==> src/rtl/mac_tx_multi.sv <==
`default_nettype none
// +--------------------------------------------------------------------------+
// | Module   : mac_tx_multi                                                  |
// | Purpose  : Ethernet MAC transmit framer with a multi-slot header RAM.    |
// |            Each packet picks a header slot on its first beat. The frame  |
// |            is preamble, SFD, header bytes, payload, zero pad up to the   |
// |            minimum length and (optionally) the CRC-32 FCS. A fixed       |
// |            inter-frame gap follows every frame.                          |
// | Macro    : MAC_TX_FCS_EN - when defined, a 4-byte CRC-32 FCS is appended |
// |            and Mac_last marks its final byte. When undefined, the frame  |
// |            ends (Mac_last) on the last payload/pad byte.                 |
// | Ports    : Clk, Rst            - clock, synchronous active-high reset    |
// |            Header_wr_*         - header RAM write port (word wide)       |
// |            Payload_valid/ready/data/last/hdr_sel - byte payload input    |
// |            Mac_valid/ready/data/last            - registered byte output |
// | Revision : 1.0 - initial release                                         |
// +--------------------------------------------------------------------------+
module mac_tx_multi #(
    parameter  int NUM_HEADERS     = 4,
    parameter  int HEADER_BYTES    = 14,
    parameter  int MIN_FRAME_BYTES = 60,
    parameter  int IFG_CYCLES      = 12,
    localparam int WPS             = (HEADER_BYTES + 3) / 4,
    localparam int HDR_AW          = (NUM_HEADERS * WPS > 1) ? $clog2(NUM_HEADERS * WPS) : 1,
    localparam int c_SEL_W         = (NUM_HEADERS > 1) ? $clog2(NUM_HEADERS) : 1
) (
    input  logic               Clk,
    input  logic               Rst,
    input  logic               Header_wr_en,
    input  logic [HDR_AW-1:0]  Header_wr_addr,
    input  logic [31:0]        Header_wr_data,
    input  logic               Payload_valid,
    output logic               Payload_ready,
    input  logic [7:0]         Payload_data,
    input  logic               Payload_last,
    input  logic [c_SEL_W-1:0] Payload_hdr_sel,
    output logic               Mac_valid,
    output logic [7:0]         Mac_data,
    output logic               Mac_last,
    input  logic               Mac_ready
);

    localparam logic [2:0] c_ST_IDLE    = 3'd0;
    localparam logic [2:0] c_ST_PRE     = 3'd1;
    localparam logic [2:0] c_ST_SFD     = 3'd2;
    localparam logic [2:0] c_ST_HEADER  = 3'd3;
    localparam logic [2:0] c_ST_PAYLOAD = 3'd4;
    localparam logic [2:0] c_ST_PAD     = 3'd5;
`ifdef MAC_TX_FCS_EN
    localparam logic [2:0] c_ST_FCS     = 3'd6;
`endif
    localparam logic [2:0] c_ST_IFG     = 3'd7;

    localparam int          c_DEPTH    = 1 << HDR_AW;
    localparam logic [15:0] c_HDR_LAST = 16'(HEADER_BYTES - 1);
    localparam logic [15:0] c_MIN      = 16'(MIN_FRAME_BYTES);
    localparam logic [15:0] c_IFG      = 16'(IFG_CYCLES);

    // Header RAM: no reset, writable at any time (including during Rst).
    logic [31:0] r_hdr_ram [0:c_DEPTH-1];

    always_ff @(posedge Clk) begin
        if (Header_wr_en) begin
            r_hdr_ram[Header_wr_addr] <= Header_wr_data;
        end
    end

    logic [2:0]         r_state, w_state_nxt;
    logic [15:0]        r_idx, w_idx_nxt;        // preamble / header / FCS / IFG index
    logic [15:0]        r_frame_cnt, w_frame_nxt; // header+payload+pad bytes issued
    logic [c_SEL_W-1:0] r_sel, w_sel_nxt;
    logic               r_mac_valid, w_valid_nxt;
    logic [7:0]         r_mac_data, w_data_nxt;
    logic               r_mac_last, w_last_nxt;

    logic               w_load_ok;
    logic               w_body_load;
    logic [15:0]        w_frame_inc;
    logic [15:0]        w_idx_inc;
    logic [HDR_AW-1:0]  w_hdr_addr;
    logic [31:0]        w_hdr_word;
    logic [7:0]         w_hdr_byte;

    // The output register may take a new byte when empty or being drained.
    assign w_load_ok   = !r_mac_valid || Mac_ready;
    assign w_frame_inc = r_frame_cnt + 16'd1;
    assign w_idx_inc   = r_idx + 16'd1;

    assign w_hdr_addr  = HDR_AW'(r_sel) * HDR_AW'(WPS) + HDR_AW'(r_idx[15:2]);
    assign w_hdr_word  = r_hdr_ram[w_hdr_addr];
    assign w_hdr_byte  = w_hdr_word[{r_idx[1:0], 3'b000} +: 8];

`ifdef MAC_TX_FCS_EN
    logic [31:0] r_crc, w_crc_nxt;
    logic [7:0]  w_fcs_byte;

    // Reflected CRC-32, one byte, LSB first.
    function automatic logic [31:0] f_crc_byte(input logic [31:0] crc, input logic [7:0] data);
        logic [31:0] c;
        c = crc;
        for (int b = 0; b < 8; b++) begin
            if (c[0] ^ data[b]) begin
                c = (c >> 1) ^ 32'hEDB8_8320;
            end else begin
                c = c >> 1;
            end
        end
        return c;
    endfunction

    assign w_fcs_byte = ~r_crc[{r_idx[1:0], 3'b000} +: 8];
`endif

    assign Payload_ready = !Rst && (r_state == c_ST_PAYLOAD) && w_load_ok;
    assign Mac_valid     = r_mac_valid;
    assign Mac_data      = r_mac_data;
    assign Mac_last      = r_mac_last;

    always_comb begin
        w_state_nxt = r_state;
        w_idx_nxt   = r_idx;
        w_frame_nxt = r_frame_cnt;
        w_sel_nxt   = r_sel;
        w_valid_nxt = r_mac_valid;
        w_data_nxt  = r_mac_data;
        w_last_nxt  = r_mac_last;
        w_body_load = 1'b0;
`ifdef MAC_TX_FCS_EN
        w_crc_nxt   = r_crc;
`endif
        case (r_state)
            c_ST_IDLE: begin
                // Start on a waiting packet; its first beat is not consumed here.
                if (Payload_valid) begin
                    w_state_nxt = c_ST_PRE;
                    w_sel_nxt   = Payload_hdr_sel;
                    w_idx_nxt   = 16'd0;
                end
            end
            c_ST_PRE: begin
                if (w_load_ok) begin
                    w_valid_nxt = 1'b1;
                    w_data_nxt  = 8'h55;
                    w_last_nxt  = 1'b0;
                    if (r_idx == 16'd6) begin
                        w_state_nxt = c_ST_SFD;
                        w_idx_nxt   = 16'd0;
                    end else begin
                        w_idx_nxt   = w_idx_inc;
                    end
                end
            end
            c_ST_SFD: begin
                if (w_load_ok) begin
                    w_valid_nxt = 1'b1;
                    w_data_nxt  = 8'hD5;
                    w_state_nxt = c_ST_HEADER;
                    w_idx_nxt   = 16'd0;
                    w_frame_nxt = 16'd0;
`ifdef MAC_TX_FCS_EN
                    w_crc_nxt   = 32'hFFFF_FFFF;
`endif
                end
            end
            c_ST_HEADER: begin
                if (w_load_ok) begin
                    w_valid_nxt = 1'b1;
                    w_data_nxt  = w_hdr_byte;
                    w_body_load = 1'b1;
                    if (r_idx == c_HDR_LAST) begin
                        w_state_nxt = c_ST_PAYLOAD;
                        w_idx_nxt   = 16'd0;
                    end else begin
                        w_idx_nxt   = w_idx_inc;
                    end
                end
            end
            c_ST_PAYLOAD: begin
                if (w_load_ok) begin
                    if (Payload_valid) begin
                        w_valid_nxt = 1'b1;
                        w_data_nxt  = Payload_data;
                        w_body_load = 1'b1;
                        if (Payload_last) begin
                            if (w_frame_inc < c_MIN) begin
                                w_state_nxt = c_ST_PAD;
                            end else begin
`ifdef MAC_TX_FCS_EN
                                w_state_nxt = c_ST_FCS;
`else
                                w_last_nxt  = 1'b1;
                                w_state_nxt = c_ST_IFG;
`endif
                                w_idx_nxt   = 16'd0;
                            end
                        end
                    end else begin
                        // Source starved: drain the output and wait, frame stays open.
                        w_valid_nxt = 1'b0;
                    end
                end
            end
            c_ST_PAD: begin
                if (w_load_ok) begin
                    w_valid_nxt = 1'b1;
                    w_data_nxt  = 8'h00;
                    w_body_load = 1'b1;
                    if (w_frame_inc >= c_MIN) begin
`ifdef MAC_TX_FCS_EN
                        w_state_nxt = c_ST_FCS;
`else
                        w_last_nxt  = 1'b1;
                        w_state_nxt = c_ST_IFG;
`endif
                        w_idx_nxt   = 16'd0;
                    end
                end
            end
`ifdef MAC_TX_FCS_EN
            c_ST_FCS: begin
                if (w_load_ok) begin
                    w_valid_nxt = 1'b1;
                    w_data_nxt  = w_fcs_byte;
                    if (r_idx == 16'd3) begin
                        w_last_nxt  = 1'b1;
                        w_state_nxt = c_ST_IFG;
                        w_idx_nxt   = 16'd0;
                    end else begin
                        w_idx_nxt   = w_idx_inc;
                    end
                end
            end
`endif
            c_ST_IFG: begin
                // First let the final beat drain, then count idle cycles.
                if (w_load_ok) begin
                    w_valid_nxt = 1'b0;
                    w_last_nxt  = 1'b0;
                    if (!r_mac_valid) begin
                        if (w_idx_inc >= c_IFG) begin
                            w_state_nxt = c_ST_IDLE;
                            w_idx_nxt   = 16'd0;
                        end else begin
                            w_idx_nxt   = w_idx_inc;
                        end
                    end
                end
            end
            default: begin
                w_state_nxt = c_ST_IDLE;
                w_valid_nxt = 1'b0;
                w_last_nxt  = 1'b0;
            end
        endcase

        if (w_body_load) begin
            w_frame_nxt = w_frame_inc;
`ifdef MAC_TX_FCS_EN
            w_crc_nxt   = f_crc_byte(r_crc, w_data_nxt);
`endif
        end
    end

    always_ff @(posedge Clk) begin
        if (Rst) begin
            r_state     <= c_ST_IDLE;
            r_idx       <= 16'd0;
            r_frame_cnt <= 16'd0;
            r_sel       <= '0;
            r_mac_valid <= 1'b0;
            r_mac_data  <= 8'h00;
            r_mac_last  <= 1'b0;
`ifdef MAC_TX_FCS_EN
            r_crc       <= 32'hFFFF_FFFF;
`endif
        end else begin
            r_state     <= w_state_nxt;
            r_idx       <= w_idx_nxt;
            r_frame_cnt <= w_frame_nxt;
            r_sel       <= w_sel_nxt;
            r_mac_valid <= w_valid_nxt;
            r_mac_data  <= w_data_nxt;
            r_mac_last  <= w_last_nxt;
`ifdef MAC_TX_FCS_EN
            r_crc       <= w_crc_nxt;
`endif
        end
    end

endmodule
`default_nettype wire

==> config.mk <==
export PLATFORM = sky130hd
export DESIGN_NAME = mac_tx_multi
export DESIGN_NICKNAME = d
export VERILOG_FILES = /design/src/rtl/mac_tx_multi.sv
export SDC_FILE = /design/constraint.sdc
export NUM_CORES = 1
export LEC_CHECK = 0
export BUFFER_PORTS_ARGS = -buffer_cell sky130_fd_sc_hd__buf_2
export CAP_MARGIN = 20
export CORE_ASPECT_RATIO = 1.4
export CORE_MARGIN = 2
export CORE_UTILIZATION = 39
export CTS_CLUSTER_DIAMETER = 150
export DETAILED_ROUTE_END_ITERATION = 8
export GPL_ROUTABILITY_DRIVEN = 1
export PLACE_DENSITY = 0.56
export SYNTH_ARGS = -nofsm -noshare
export SYNTH_HDL_FRONTEND = slang
export SYNTH_SLANG_ARGS = --single-unit
==> constraint.sdc <==
create_clock -name Clk -period 3.2 [get_ports Clk]
set_input_delay 0.16 -clock Clk [delete_from_list [all_inputs] [get_ports Clk]]
set_output_delay 0.16 -clock Clk [all_outputs]
set_load 0.1 [all_outputs]
== Yosys cells after proc, flatten, opt, wreduce, memory -nomap -nowiden ==
Memories as Yosys holds them, arrays and structs flattened.
Index checks and enable logic that the tools add are counted.
Operators by class
  shift operators: 1
  magnitude comparators: 3
  muxes and demuxes: 58
  reductions and logical operators: 21
  add/sub/neg operators: 3
  bitwise operators: 2
  equality and inequality tests: 25
Operators with widths (number)
  $mux W16: 17
  $pmux W16 S7: 1
  $mux W8: 6
  $mux W3: 14
  $pmux W8 S5: 1
  $add A16 B1 Y16 const B: 2
  $shiftx A32 B6 Y8: 1
  $ne A2 B2 Y1 const B: 15
  $pmux W3 S7: 1
  $eq A16 B3 Y1 const B: 1
  $eq A16 B4 Y1 const B: 1
  $ge A16 B4 Y1 const B: 1
  $ge A16 B6 Y1 const B: 1
  $lt A16 B6 Y1 const B: 1
  $mux W1: 14
  $reduce_and A14 Y1: 1
  $reduce_and A13 Y1: 1
  $eq A3 B3 Y1 const B: 3
  $pmux W1 S4: 2
  $reduce_and A8 Y1: 1
  $reduce_and A7 Y1: 1
  $reduce_bool A7 Y1: 1
  $eq A3 B2 Y1 const B: 2
  $reduce_bool A5 Y1: 1
  16 further kinds: 23
Storage, ports and cells
  bits of input ports: 52
  bits in writable memories: 512
  register bits after elaboration: 47
  memories: 1
Memories
  r_hdr_ram: words 16, width 32, read ports 1, clocked after Yosys merged registers in 0, wr ports 1, RTL line 60  | logic [31:0] r_hdr_ram [0:c_DEPTH-1];

== Depth between registers and ports, before layout ==
  depth after elaboration: 7
  gate-level depth with buffers: 12

== Worst setup path after synthesis ==
Ideal clock, no wire load.
  kind: register to output
  start point: register r_mac_valid, in the netlist Mac_valid
  end point: output Payload_ready
  slack: -0.688 ns
  data arrival time: 3.728 ns
  buffers on the path: 0
  stages on the path, launching flop included: 4
  path through: dfxtp_1 inv_1 nor2_1 nor4_1
On the way
  word-level cells in the longest chain between the ends: 3
RTL lines
  start, declared: RTL line 72  | logic r_mac_valid, w_valid_nxt;
  start signal, assigned: RTL line 281  | r_mac_valid <= w_valid_nxt;
  $logic_not A1 Y1
  $logic_or A1 B1 Y1: RTL line 85  | assign w_load_ok = !r_mac_valid || Mac_ready;
  $logic_and A1 B1 Y1: RTL line 114  | assign Payload_ready = !Rst && (r_state == c_ST_PAYLOAD) && w_load_ok;
  end, declared: RTL line 33  | output logic Payload_ready,
Every way passes these cells.

== Worst setup path after layout ==
  start point: register r_idx[5]
  end point: register r_mac_data[7], in the netlist Mac_data[7]
On the way
  word-level cells in the longest chain between the ends: 5
RTL lines
  start, declared: RTL line 69  | logic [15:0] r_idx, w_idx_nxt;
  start signal, assigned: RTL line 278  | r_idx <= w_idx_nxt;
  $add A4 B4 Y4: RTL line 89  | assign w_hdr_addr = HDR_AW'(r_sel) * HDR_AW'(WPS) + HDR_AW'(r_idx[15:2]);
  $mem_v2 Z16 W32
  $shiftx A32 B6 Y8: RTL line 91  | assign w_hdr_byte = w_hdr_word[{r_idx[1:0], 3'b000} +: 8];
  $mux W8: RTL line 166  | if (w_load_ok) begin
  $pmux W8 S5: RTL line 131  | case (r_state)
  end signal, assigned: RTL line 282  | r_mac_data <= w_data_nxt;
  end, declared: RTL line 73  | logic [7:0] r_mac_data, w_data_nxt;
Every way passes these cells. The select of a mux whose other input is x is not followed.
A chain may end at the register's enable or synchronous reset.

==> results.tsv <==
stage	metric	value	unit
outcome	status	complete, no violations	
pwr	p_per_area	594.6	nW/um^2
grt	grt_max_degree	52	
worst_hold_path	min_path_type	in -> reg	
sta	post-route-period-util	89.98	%
sta	maxSlewHeadroom	50.52	%
logic_synthesis	synth-compound-area-share	3.816	%
logic_synthesis	synth.net_count	1221	
die	fp.dieH	289.2	um
placed_design	io_buffers	62	
sta	worst_slew_pin_slew	742.1	ps
logic_synthesis	synth_xor_area_share	0.5689	%
clock_tree	cts_root_buf	clkbuf_16	
clock_tree	cts_buffers	52	
logic_synthesis	synth-seq-area-share	72.02	%
routing	drc	0	
clock_tree	cts_resized	0	
logic_synthesis	yosys.area.top_type	edfxtp_1	
final_layout	fin_util	45.30	%
logic_synthesis	synth_top_area_share	67.87	%
logic_synthesis	syn_area	22650	um^2
logic_synthesis	synth_area_leaders	edfxtp_1 (68%), mux4_2 (16%), dfxtp_1 (4.2%)	
sta	setup_tns	0	ps
flow_run	maxCapViolations	0	
logic_synthesis	synthMuxAreaShare	16.89	%
final_layout	layout-drive-gt1-share	28.74	%
logic_synthesis	synthAdderAreaFrac	0.3866	%
grt	antenna_found_initial	2	
sta	fmax	347.3	MHz
routing	wire_per_inst	25.05	um
logic_synthesis	synth-simple-area-share	4.374	%
routing	dr.pass1.iters	5	
routing	vias	11600	
sta	report.final.slew_viol_count	0	
placed_design	dpl.hpwl	29100	um
clock_tree	clk_latency	580	ps
critical_path	worstPathArrival	3320	ps
logic_synthesis	synth_commonest_cells	edfxtp_1 (512), mux4_2 (165), nor2_1 (54)	
critical_path	critical_path_required	3640	ps
clock_tree	cts_max_path_buffers	3	
sta	fin_crit	2879	ps
grt	grt_usage	17.38	%
logic_synthesis	ys_seq_elements	559	
grt	grt_pass1_wl	77850	um
clock_tree	cts_tree	built	
grt	overflow	0	
logic_synthesis	synth-edff-count	512	
routing	drt_iter0_drc	1241	
critical_path	setup.worst_path.start_class	register	
logic_synthesis	async_reset_ff_share	0	%
logic_synthesis	synth.distinct_cells	66	
grt	first_global_vias	12070	
die	num_io_pins	63	
final_layout	nets	1357	
sta	hold_violations	0	
die	die_area	60060	um^2
logic_synthesis	syn_inst	1162	
sta	skew	13.02	ps
logic_synthesis	syn_avg_cell_area	19.50	um^2
pwr	ir_drop	435.3	uV
sta	rsz0062_at_grt	false	
critical_path	path_class	reg -> reg	
clock_tree	cts_sinks	559	
sta	setup_viol_count_final	0	
die	row_count	104	
routing	vias_per_cell	5.579	
logic_synthesis	synth-main-ff-cell	edfxtp_1	
die	core_area	57520	um^2
pwr	p_leak	7.988	nW
final_layout	final.fill_count	4898	
routing	drt_wl_total	52080	um
sta	fin_worst_hold_slack	24.36	ps
critical_path	cp_max_fo	15	
logic_synthesis	synth.most_common_cell	edfxtp_1	
die	die_w	207.7	um
die	initial_core_util	39.39	%
routing	ant_nets	0	
placed_design	place_congestion	0.8645	
final_layout	syn_to_final_growth	15.01	%
clock_tree	cts.clk_slew.worst_paths	60	ps
clock_tree	htreeDepth	2	
critical_path	end_kind	register	
logic_synthesis	synth_top_family_by_area	multiplexers	
logic_synthesis	yosysWarningCount	0	
==> worst max-delay path, stage by stage (launching register included) <==
cell	delay (ps)
dfxtp_1	560
xor2_2	280
xnor2_4	160
buf_4	390
mux4_2	580
mux4_2	530
o21ai_1	150
a21oi_1	80
==> worst paths after layout <==
path	slack [ps]	end	cells past startpoint	startpoint
worst max-delay path	320	Mac_data[7]	7	r_idx[5]
worst min-delay path	20	Mac_data[2]	3	Payload_data[2]
worst max register to register	320	Mac_data[7]	7	r_idx[5]
worst min register to register	480	Mac_data[7]	2	Mac_data[7]
==> layout by cell type (no fill, tap or decap), drive strengths merged, types with 8 or more instances in the layout <==
cell	Yosys	routed
nor2	54	54
nand2	27	27
nand3	28	28
inv	24	27
clkbuf	30	60
clkinv	2	29
nand4	16	16
o21ai	23	23
xnor2	10	10
mux2i	11	11
dlygate4sd3	0	35
dfxtp	47	47
nor3	14	14
mux4	165	165
o32ai	15	15
edfxtp	512	512
a21oi	41	41
buf	37	114
or3	8	8
nor4	8	8
==> sequential cells by signal, indices dropped and copies added (netlist names) <==
register and count:
r_state 3, Mac_valid 1, r_idx 16, r_frame_cnt 16
r_hdr_ram 512, r_sel 2, Mac_last 1, Mac_data 8
==> kinds of logic (layout without fill, tap and decap cells) <==
group	Yosys count	after routing
multiplexers	176	176
AO/OA/AOI/OAI	125	125
other	0	1
adder cells (fa/ha/maj)	7	7
flip-flops	559	559
XOR/XNOR	13	13
buffers and inverters	93	267
AND/OR/NAND/NOR	189	189
==> what timing repair did <==
item,CTS,global route
hold buffers,35,0
setup buffers,0,0
endpoints found under the hold margin,515,0
==> per-stage QoR <==
step                      cell area (um^2)  instances  total power [W]  setup WS [ps]
after CTS                            26050       2078          0.01567          304.5
after global placement               24200       1951         0.009994          303.4
after detailed placement             24200       1951          0.01003          319.6
after floorplan                      22670       1162         0.009425          161.4
after global routing                 26050       2078          0.01603          101.7
final                                26060       2079          0.01549          320.7
==> layout make-up <==
class	count	area, um^2	area share, %
sequential	559	16320	62.65
clock buffer	60	1331	5.109
antenna	1	2.502	0.009604
clock inverter	32	173.9	0.6675
tap	742	928.4	3.563
multi-input combinational	510	6035	23.16
inverter	26	97.59	0.3746
timing repair buffer	149	1164	4.466
==> power by group <==
group | internal, W | switching (W) | total [W]
logic | 0.000597 | 0.00103 | 0.00163
clock network | 0.00298 | 0.00263 | 0.00561
registers | 0.00815 | 0.000111 | 0.00826
==> layer usage <==
layer | share of wire, % | up-vias | wire (um) | track usage (%)
met3 | 3.7 | 61 | 1927 | 2.374
met4 | 1.6 | 2 | 843 | 3.901
li1 | - | 5113 | - | -
met5 | 0.025 | - | 13 | 0
met1 | 43 | 6157 | 22540 | 23.27
met2 | 51 | 265 | 26760 | 30.45
Note: power is estimated with default switching activity, not from simulation.
